$ cat src/rtl/mc_pkg.sv
// Shared encodings for the multi-cycle MIPS control unit: opcodes, functs,
// datapath select codes, FSM states and the decoded instruction classes.
package mc_pkg;

    localparam logic [5:0] OP_R     = 6'b000000;
    localparam logic [5:0] OP_J     = 6'b000010;
    localparam logic [5:0] OP_JAL   = 6'b000011;
    localparam logic [5:0] OP_BEQ   = 6'b000100;
    localparam logic [5:0] OP_ADDIU = 6'b001001;
    localparam logic [5:0] OP_ORI   = 6'b001101;
    localparam logic [5:0] OP_LUI   = 6'b001111;
    localparam logic [5:0] OP_LW    = 6'b100011;
    localparam logic [5:0] OP_SW    = 6'b101011;

    localparam logic [5:0] FN_ADDU  = 6'b100001;
    localparam logic [5:0] FN_SUBU  = 6'b100011;
    localparam logic [5:0] FN_AND   = 6'b100100;
    localparam logic [5:0] FN_OR    = 6'b100101;
    localparam logic [5:0] FN_SLT   = 6'b101010;

    localparam logic [2:0] ALU_ADD  = 3'b000;
    localparam logic [2:0] ALU_SUB  = 3'b001;
    localparam logic [2:0] ALU_AND  = 3'b010;
    localparam logic [2:0] ALU_OR   = 3'b011;
    localparam logic [2:0] ALU_SLT  = 3'b100;
    localparam logic [2:0] ALU_LUI  = 3'b101;

    localparam logic [1:0] NPC_PC4  = 2'b00;
    localparam logic [1:0] NPC_BR   = 2'b01;
    localparam logic [1:0] NPC_JMP  = 2'b10;

    localparam logic [1:0] RD_RT    = 2'b00;
    localparam logic [1:0] RD_RD    = 2'b01;
    localparam logic [1:0] RD_R31   = 2'b10;

    localparam logic [1:0] WD_ALU   = 2'b00;
    localparam logic [1:0] WD_MEM   = 2'b01;
    localparam logic [1:0] WD_LINK  = 2'b10;

    typedef enum logic [2:0] {
        S_IF  = 3'd0,
        S_ID  = 3'd1,
        S_EXE = 3'd2,
        S_MEM = 3'd3,
        S_WB  = 3'd4
    } state_t;

    typedef enum logic [3:0] {
        C_RTYPE,
        C_ORI,
        C_LUI,
        C_ADDIU,
        C_LW,
        C_SW,
        C_BEQ,
        C_J,
        C_JAL,
        C_ILL
    } iclass_t;

endpackage

$ cat src/rtl/mc_dec.sv
// Combinational instruction decoder: opcode/funct to instruction class,
// legality, extender mode and ALU operation.
module mc_dec
    import mc_pkg::*;
(
    input  logic [5:0] opcode,
    input  logic [5:0] funct,
    output iclass_t    iclass,
    output logic       legal,
    output logic       ext_op,
    output logic [2:0] alu_ctrl
);

    always_comb begin
        iclass   = C_ILL;
        alu_ctrl = ALU_ADD;
        case (opcode)
            OP_R: begin
                iclass = C_RTYPE;
                case (funct)
                    FN_ADDU: alu_ctrl = ALU_ADD;
                    FN_SUBU: alu_ctrl = ALU_SUB;
                    FN_AND:  alu_ctrl = ALU_AND;
                    FN_OR:   alu_ctrl = ALU_OR;
                    FN_SLT:  alu_ctrl = ALU_SLT;
                    default: iclass   = C_ILL;
                endcase
            end
            OP_ORI: begin
                iclass   = C_ORI;
                alu_ctrl = ALU_OR;
            end
            OP_LUI: begin
                iclass   = C_LUI;
                alu_ctrl = ALU_LUI;
            end
            OP_ADDIU: iclass = C_ADDIU;
            OP_LW:    iclass = C_LW;
            OP_SW:    iclass = C_SW;
            OP_BEQ: begin
                iclass   = C_BEQ;
                alu_ctrl = ALU_SUB;
            end
            OP_J:     iclass = C_J;
            OP_JAL:   iclass = C_JAL;
            default:  iclass = C_ILL;
        endcase
    end

    assign legal = (iclass != C_ILL);

    // Extender mode follows the opcode alone, so an illegal funct cannot change it.
    assign ext_op = (opcode == OP_ADDIU) || (opcode == OP_LW) ||
                    (opcode == OP_SW)    || (opcode == OP_BEQ);

endmodule

$ cat src/rtl/mc_ctrl.sv
// Multi-cycle MIPS control FSM (IF/ID/EXE/MEM/WB) with Moore-style datapath
// strobes, a bounded memory wait and illegal-instruction reporting.
module mc_ctrl
    import mc_pkg::*;
#(
    parameter int unsigned MEM_WAIT_MAX = 0
) (
    input  logic       clk,
    input  logic       rst_n,
    input  logic [5:0] opcode,
    input  logic [5:0] funct,
    input  logic       zero,
    input  logic       mem_rdy,
    output logic       pc_wr,
    output logic [1:0] npc_sel,
    output logic       ir_wr,
    output logic       ext_op,
    output logic       alu_src,
    output logic [2:0] alu_ctrl,
    output logic       reg_wr,
    output logic [1:0] reg_dst,
    output logic [1:0] wd_sel,
    output logic       mem_rd,
    output logic       mem_wr,
    output logic       illegal,
    output logic       mem_err,
    output logic [2:0] state
);

    localparam int CNT_W = (MEM_WAIT_MAX < 2) ? 1 : $clog2(MEM_WAIT_MAX);
    localparam logic [CNT_W-1:0] WAIT_LAST =
        CNT_W'((MEM_WAIT_MAX == 0) ? 0 : MEM_WAIT_MAX - 1);

    state_t           state_q;
    state_t           state_d;
    logic [CNT_W-1:0] wait_cnt;
    logic             mem_to;

    iclass_t          iclass;
    logic             legal;
    logic             dec_ext;
    logic [2:0]       dec_alu;

    mc_dec u_dec (
        .opcode   (opcode),
        .funct    (funct),
        .iclass   (iclass),
        .legal    (legal),
        .ext_op   (dec_ext),
        .alu_ctrl (dec_alu)
    );

    always_ff @(posedge clk or negedge rst_n) begin
        if (!rst_n) begin
            state_q <= S_IF;
        end else begin
            state_q <= state_d;
        end
    end

    // Counts completed MEM cycles; any cycle not staying in MEM clears it.
    always_ff @(posedge clk or negedge rst_n) begin
        if (!rst_n) begin
            wait_cnt <= '0;
        end else if (state_q != S_MEM || state_d != S_MEM) begin
            wait_cnt <= '0;
        end else begin
            wait_cnt <= wait_cnt + 1'b1;
        end
    end

    assign mem_to = (MEM_WAIT_MAX != 0) && (wait_cnt == WAIT_LAST);
    assign state  = state_q;

    always_comb begin
        state_d  = state_q;
        pc_wr    = 1'b0;
        npc_sel  = NPC_PC4;
        ir_wr    = 1'b0;
        ext_op   = dec_ext;
        alu_src  = 1'b0;
        alu_ctrl = dec_alu;
        reg_wr   = 1'b0;
        reg_dst  = RD_RT;
        wd_sel   = WD_ALU;
        mem_rd   = 1'b0;
        mem_wr   = 1'b0;
        illegal  = 1'b0;
        mem_err  = 1'b0;

        case (state_q)
            S_IF: begin
                ir_wr   = 1'b1;
                pc_wr   = 1'b1;
                npc_sel = NPC_PC4;
                state_d = S_ID;
            end
            S_ID: begin
                if (!legal) begin
                    illegal = 1'b1;
                    state_d = S_IF;
                end else begin
                    case (iclass)
                        C_J: begin
                            pc_wr   = 1'b1;
                            npc_sel = NPC_JMP;
                            state_d = S_IF;
                        end
                        C_JAL: begin
                            pc_wr   = 1'b1;
                            npc_sel = NPC_JMP;
                            reg_wr  = 1'b1;
                            reg_dst = RD_R31;
                            wd_sel  = WD_LINK;
                            state_d = S_IF;
                        end
                        default: state_d = S_EXE;
                    endcase
                end
            end
            S_EXE: begin
                alu_src = (iclass == C_ORI) || (iclass == C_LUI) ||
                          (iclass == C_ADDIU) || (iclass == C_LW) ||
                          (iclass == C_SW);
                case (iclass)
                    C_BEQ: begin
                        npc_sel = NPC_BR;
                        pc_wr   = zero;
                        state_d = S_IF;
                    end
                    C_LW, C_SW: state_d = S_MEM;
                    default:    state_d = S_WB;
                endcase
            end
            S_MEM: begin
                mem_rd = (iclass == C_LW);
                mem_wr = (iclass == C_SW);
                // A completion in the last allowed cycle wins over the timeout.
                if (mem_rdy) begin
                    state_d = (iclass == C_LW) ? S_WB : S_IF;
                end else if (mem_to) begin
                    mem_err = 1'b1;
                    state_d = S_IF;
                end
            end
            S_WB: begin
                reg_wr  = 1'b1;
                reg_dst = (iclass == C_RTYPE) ? RD_RD : RD_RT;
                wd_sel  = (iclass == C_LW) ? WD_MEM : WD_ALU;
                state_d = S_IF;
            end
            default: state_d = S_IF;
        endcase

        // Reset forces every strobe low at once, so an aborted store never fires.
        if (!rst_n) begin
            pc_wr    = 1'b0;
            npc_sel  = 2'b00;
            ir_wr    = 1'b0;
            ext_op   = 1'b0;
            alu_src  = 1'b0;
            alu_ctrl = 3'b000;
            reg_wr   = 1'b0;
            reg_dst  = 2'b00;
            wd_sel   = 2'b00;
            mem_rd   = 1'b0;
            mem_wr   = 1'b0;
            illegal  = 1'b0;
            mem_err  = 1'b0;
        end
    end

endmodule
$ cat config.mk
export PLATFORM = sky130hd
export DESIGN_NAME = mc_ctrl
export DESIGN_NICKNAME = d
export VERILOG_FILES = /design/src/rtl/mc_pkg.sv /design/src/rtl/mc_dec.sv /design/src/rtl/mc_ctrl.sv
export SDC_FILE = /design/constraint.sdc
export NUM_CORES = 1
export LEC_CHECK = 0
export BUFFER_PORTS_ARGS = -buffer_cell sky130_fd_sc_hd__buf_2
export CAP_MARGIN = 20
export CORE_MARGIN = 10
export CORE_UTILIZATION = 40
export CTS_CLUSTER_DIAMETER = 40
export DETAILED_ROUTE_END_ITERATION = 10
export GPL_TIMING_DRIVEN = 1
export PLACE_DENSITY_LB_ADDON = 0.05
export SLEW_MARGIN = 20
export SYNTH_ARGS = -nofsm -noshare
export SYNTH_HDL_FRONTEND = slang
export SYNTH_SLANG_ARGS = --single-unit
$ cat constraint.sdc
create_clock -name clk -period 1.1 [get_ports clk]
set_input_delay 0 -clock clk [delete_from_list [all_inputs] [get_ports clk]]
set_output_delay 0 -clock clk [all_outputs]
set_load 0.02 [all_outputs]
==> flow_summary.yaml <==
status:
  status: "finished with violations"
  violations: "negative setup slack"
pwr:
  p_sw_frac: 0.444
  power.density_nw_per_um2: 928
  p_clk_frac: 0.134
  power_leakage_nw: 0.673
  internal_power_uw: 780
  seqPwrFrac: 0.150
  comb_power_share: 0.715
  ir_drop_mv: 1.06
  switching_power_uw: 624
min_path:
  hold_path_class: "in -> reg"
critical_path:
  crit_fanout: 5
  cp_cell_sequence: "nor2b_4 -> nand3b_1 -> nor4b_4 -> buf_4"
  path_class: "reg -> out"
  rr_worst_depth: 4
  critPathRequiredTime_ns: 1.10
  r2r-end: "state[1]$_DFFE_PN0P_"
  r2r-start: "state[2]$_DFFE_PN0P_"
  cp.depth: 4
  cp_slowest_stage_delay_ns: 0.41
  cp-start-kind: "register"
  endpoint: "alu_src"
  cp-end-kind: "output port"
  worst-r2r-setup-slack_ns: -0.02
  arrival_ns: 1.41
  timing.critical_path.buf_inv: 1
  crit_start: "state[2]$_DFFE_PN0P_"
  critPathTopFamily: "simple AND/OR/NAND/NOR gates"
  cpMaxStageDelayCell: "dfrtp_2"
grt:
  grt_pass1_vias: 1102
  overflow: 0
  grt_pass1_wl_mm: 5.07
  grt_start_max_net_pins: 12
  grt.total_usage: 0.144
  antenna_found_initial: 0
die:
  start_util: 0.432
  die_height_um: 63.9
  rows: 15
  die_area_um2: 4080
  io_pins: 37
  dieWidth_um: 63.9
  core_area_um2: 1780
logic_synthesis:
  ys_top_cells_by_count: "19 x nor2_1, 10 x a21oi_1, 7 x nand3_1, 6 x nand2_1, 6 x nor3_1"
  yosys_warnings: 0
  synth_nets: 131
  syn_area_per_cell_um2: 6.70
  synth_cell_types: 40
  ys_seq_area_frac: 0.0974
  synth-seq-cells: 3
  synth_ff_type: "dfrtp_1"
  yosys.cell_count.top_type: "nor2_1"
  netlist_instances: 115
  synthArstFlopShare: 1.00
  synth.top_cell.area_share: 0.0974
  synth_top_area_cell: "dfrtp_1"
  synth_edf_count: 0
  synth_area_leaders: "dfrtp_1 9.7%, nor2_1 9.3%, a21oi_1 6.5%"
  netlist_area_um2: 771
timing:
  hold_viol: 0
  finalSetupViolCount: 16
  fmax_mhz: 707
  rsz0062_at_grt: "yes"
  fin_setup_tns_ns: -3.07
  fin_ws_ns: -0.314
  skew_ns: 0.00165
  min_period_ns: 1.41
  slew_violations: 0
  fin_crit_sh: 1.29
flow_run:
  drv_cap: 0
cells_and_area:
  largest_reg_flops: 3
  layout-drive-gt1-share: 0.589
  finalNetCount: 202
  syn2layout_area_growth_pct: 96.4
  diodes: 0
clock_tree:
  cts_buffer_depth: 2
  cts.sinks: 3
  cts_tree: "done"
  cts_inserted_buffers: 3
  clk_pin_slew_ns: 0.04
  cts_max_level: 1
  cts_root_buf: "clkbuf_4"
  clk_latency_ns: 0.23
route:
  routed_wl_mm: 3.26
  vias_per_cell: 5.41
  first_iter_violations: 39
  via_count: 1137
  ant_nets: 0
  drc: 0
  post_drt_wl_per_cell_um: 15.5
  drtPass1Iterations: 4
placement:
  gp_congestion: 0.885
  hpwl_mm: 2.39
  placement.io_buffers: 35
  pre_cts_ws_ns: -0.222
-- layout by cell type, fill, tap and decap left out, types with 4 or more instances in the layout --
cell,synthesis,final
a21oi_1,10,7
buf_2,4,16
buf_4,3,50
buf_6,2,9
nand2_1,6,6
nand2b_1,5,4
nand3_1,7,6
nand3b_1,5,5
nor2_1,19,16
-- cell type report --
cell class,count,area [µm²]
Multi-Input combinational cell,99,767
Timing Repair Buffer,78,607
Fill cell,104,269
Sequential cell,3,78.8
Tap cell,25,31.3
Clock buffer,4,26.3
Inverter,1,3.75
-- metrics by stage --
stage               utilization  cells  total power, mW  hold WS [ns]  area, µm²
floorplan                     -    115            0.643        -0.296        846
global placement          0.706    201            0.951       -0.0924       1260
detailed placement        0.706    201            0.973       -0.0839       1260
CTS                       0.801    209             1.29        0.0666       1430
global route              0.849    210             1.50        0.0763       1510
finish                    0.849    210             1.40        0.0695       1510
-- worst reg2reg max path, delay by kind of cell (launching register included) --
| kind | cells | cell delay, ns |
|---|---|---|
| AO/OA/AOI/OAI | 1 | 0.23 |
| buffers and inverters | 1 | 0.16 |
| flip-flops | 1 | 0.41 |
| AND/OR/NAND/NOR | 2 | 0.22 |
-- metal layers --
| layer | track usage | routed length (µm) | vias to the layer above |
|---|---|---|---|
| met5 | 0 | 0 | - |
| met4 | 0.0355 | 46 | 0 |
| met3 | 0.0122 | 123 | 4 |
| met2 | 0.272 | 1760 | 41 |
| met1 | 0.167 | 1330 | 535 |
| li1 | - | - | 557 |
-- power by group through the flow --
stage | logic, mW | clock network, mW | registers (mW)
floorplan | 0.429 | 0 | 0.214
CTS | 0.893 | 0.197 | 0.200
detailed placement | 0.778 | 0 | 0.195
global placement | 0.760 | 0 | 0.191
finish | 1.01 | 0.188 | 0.211
global route | 1.07 | 0.205 | 0.225
-- worst min-delay path by stage --
stage	start	endpoint	slack [ns]	cells past startpoint
after global placement	rst_n	state[2]$_DFFE_PN0P_	-0.09	2
after floorplan	rst_n	state[0]$_DFFE_PN0P_	-0.30	0
final	mem_rdy	state[2]$_DFFE_PN0P_	0.07	3
after CTS	mem_rdy	state[2]$_DFFE_PN0P_	0.07	3
after detailed placement	rst_n	state[0]$_DFFE_PN0P_	-0.08	2
after global routing	mem_rdy	state[2]$_DFFE_PN0P_	0.08	3
-- kinds of logic (layout without fill, tap and decap cells) --
logic type                Yosys count  count (layout)  synth area share
AOI/OAI and AO/OA                  25              25             0.239
xor gates and xnor gates            3               3            0.0341
buffers and inverters              13              83             0.104
DFF                                 3               3            0.0974
muxes                               1               1            0.0130
other                               1               1           0.00487
and+or+nand+nor                    69              69             0.508
-- repair_timing --
item | CTS | global route
pin swaps | 4 | 9
endpoints found under the hold margin | 3 | 0
gates cloned | 0 | 0
setup buffers | 3 | 2
gates resized for setup | 34 | 17
endpoints found under the setup margin | 17 | 20
hold buffers | 1 | 0
(Power assumes the default switching activity.)
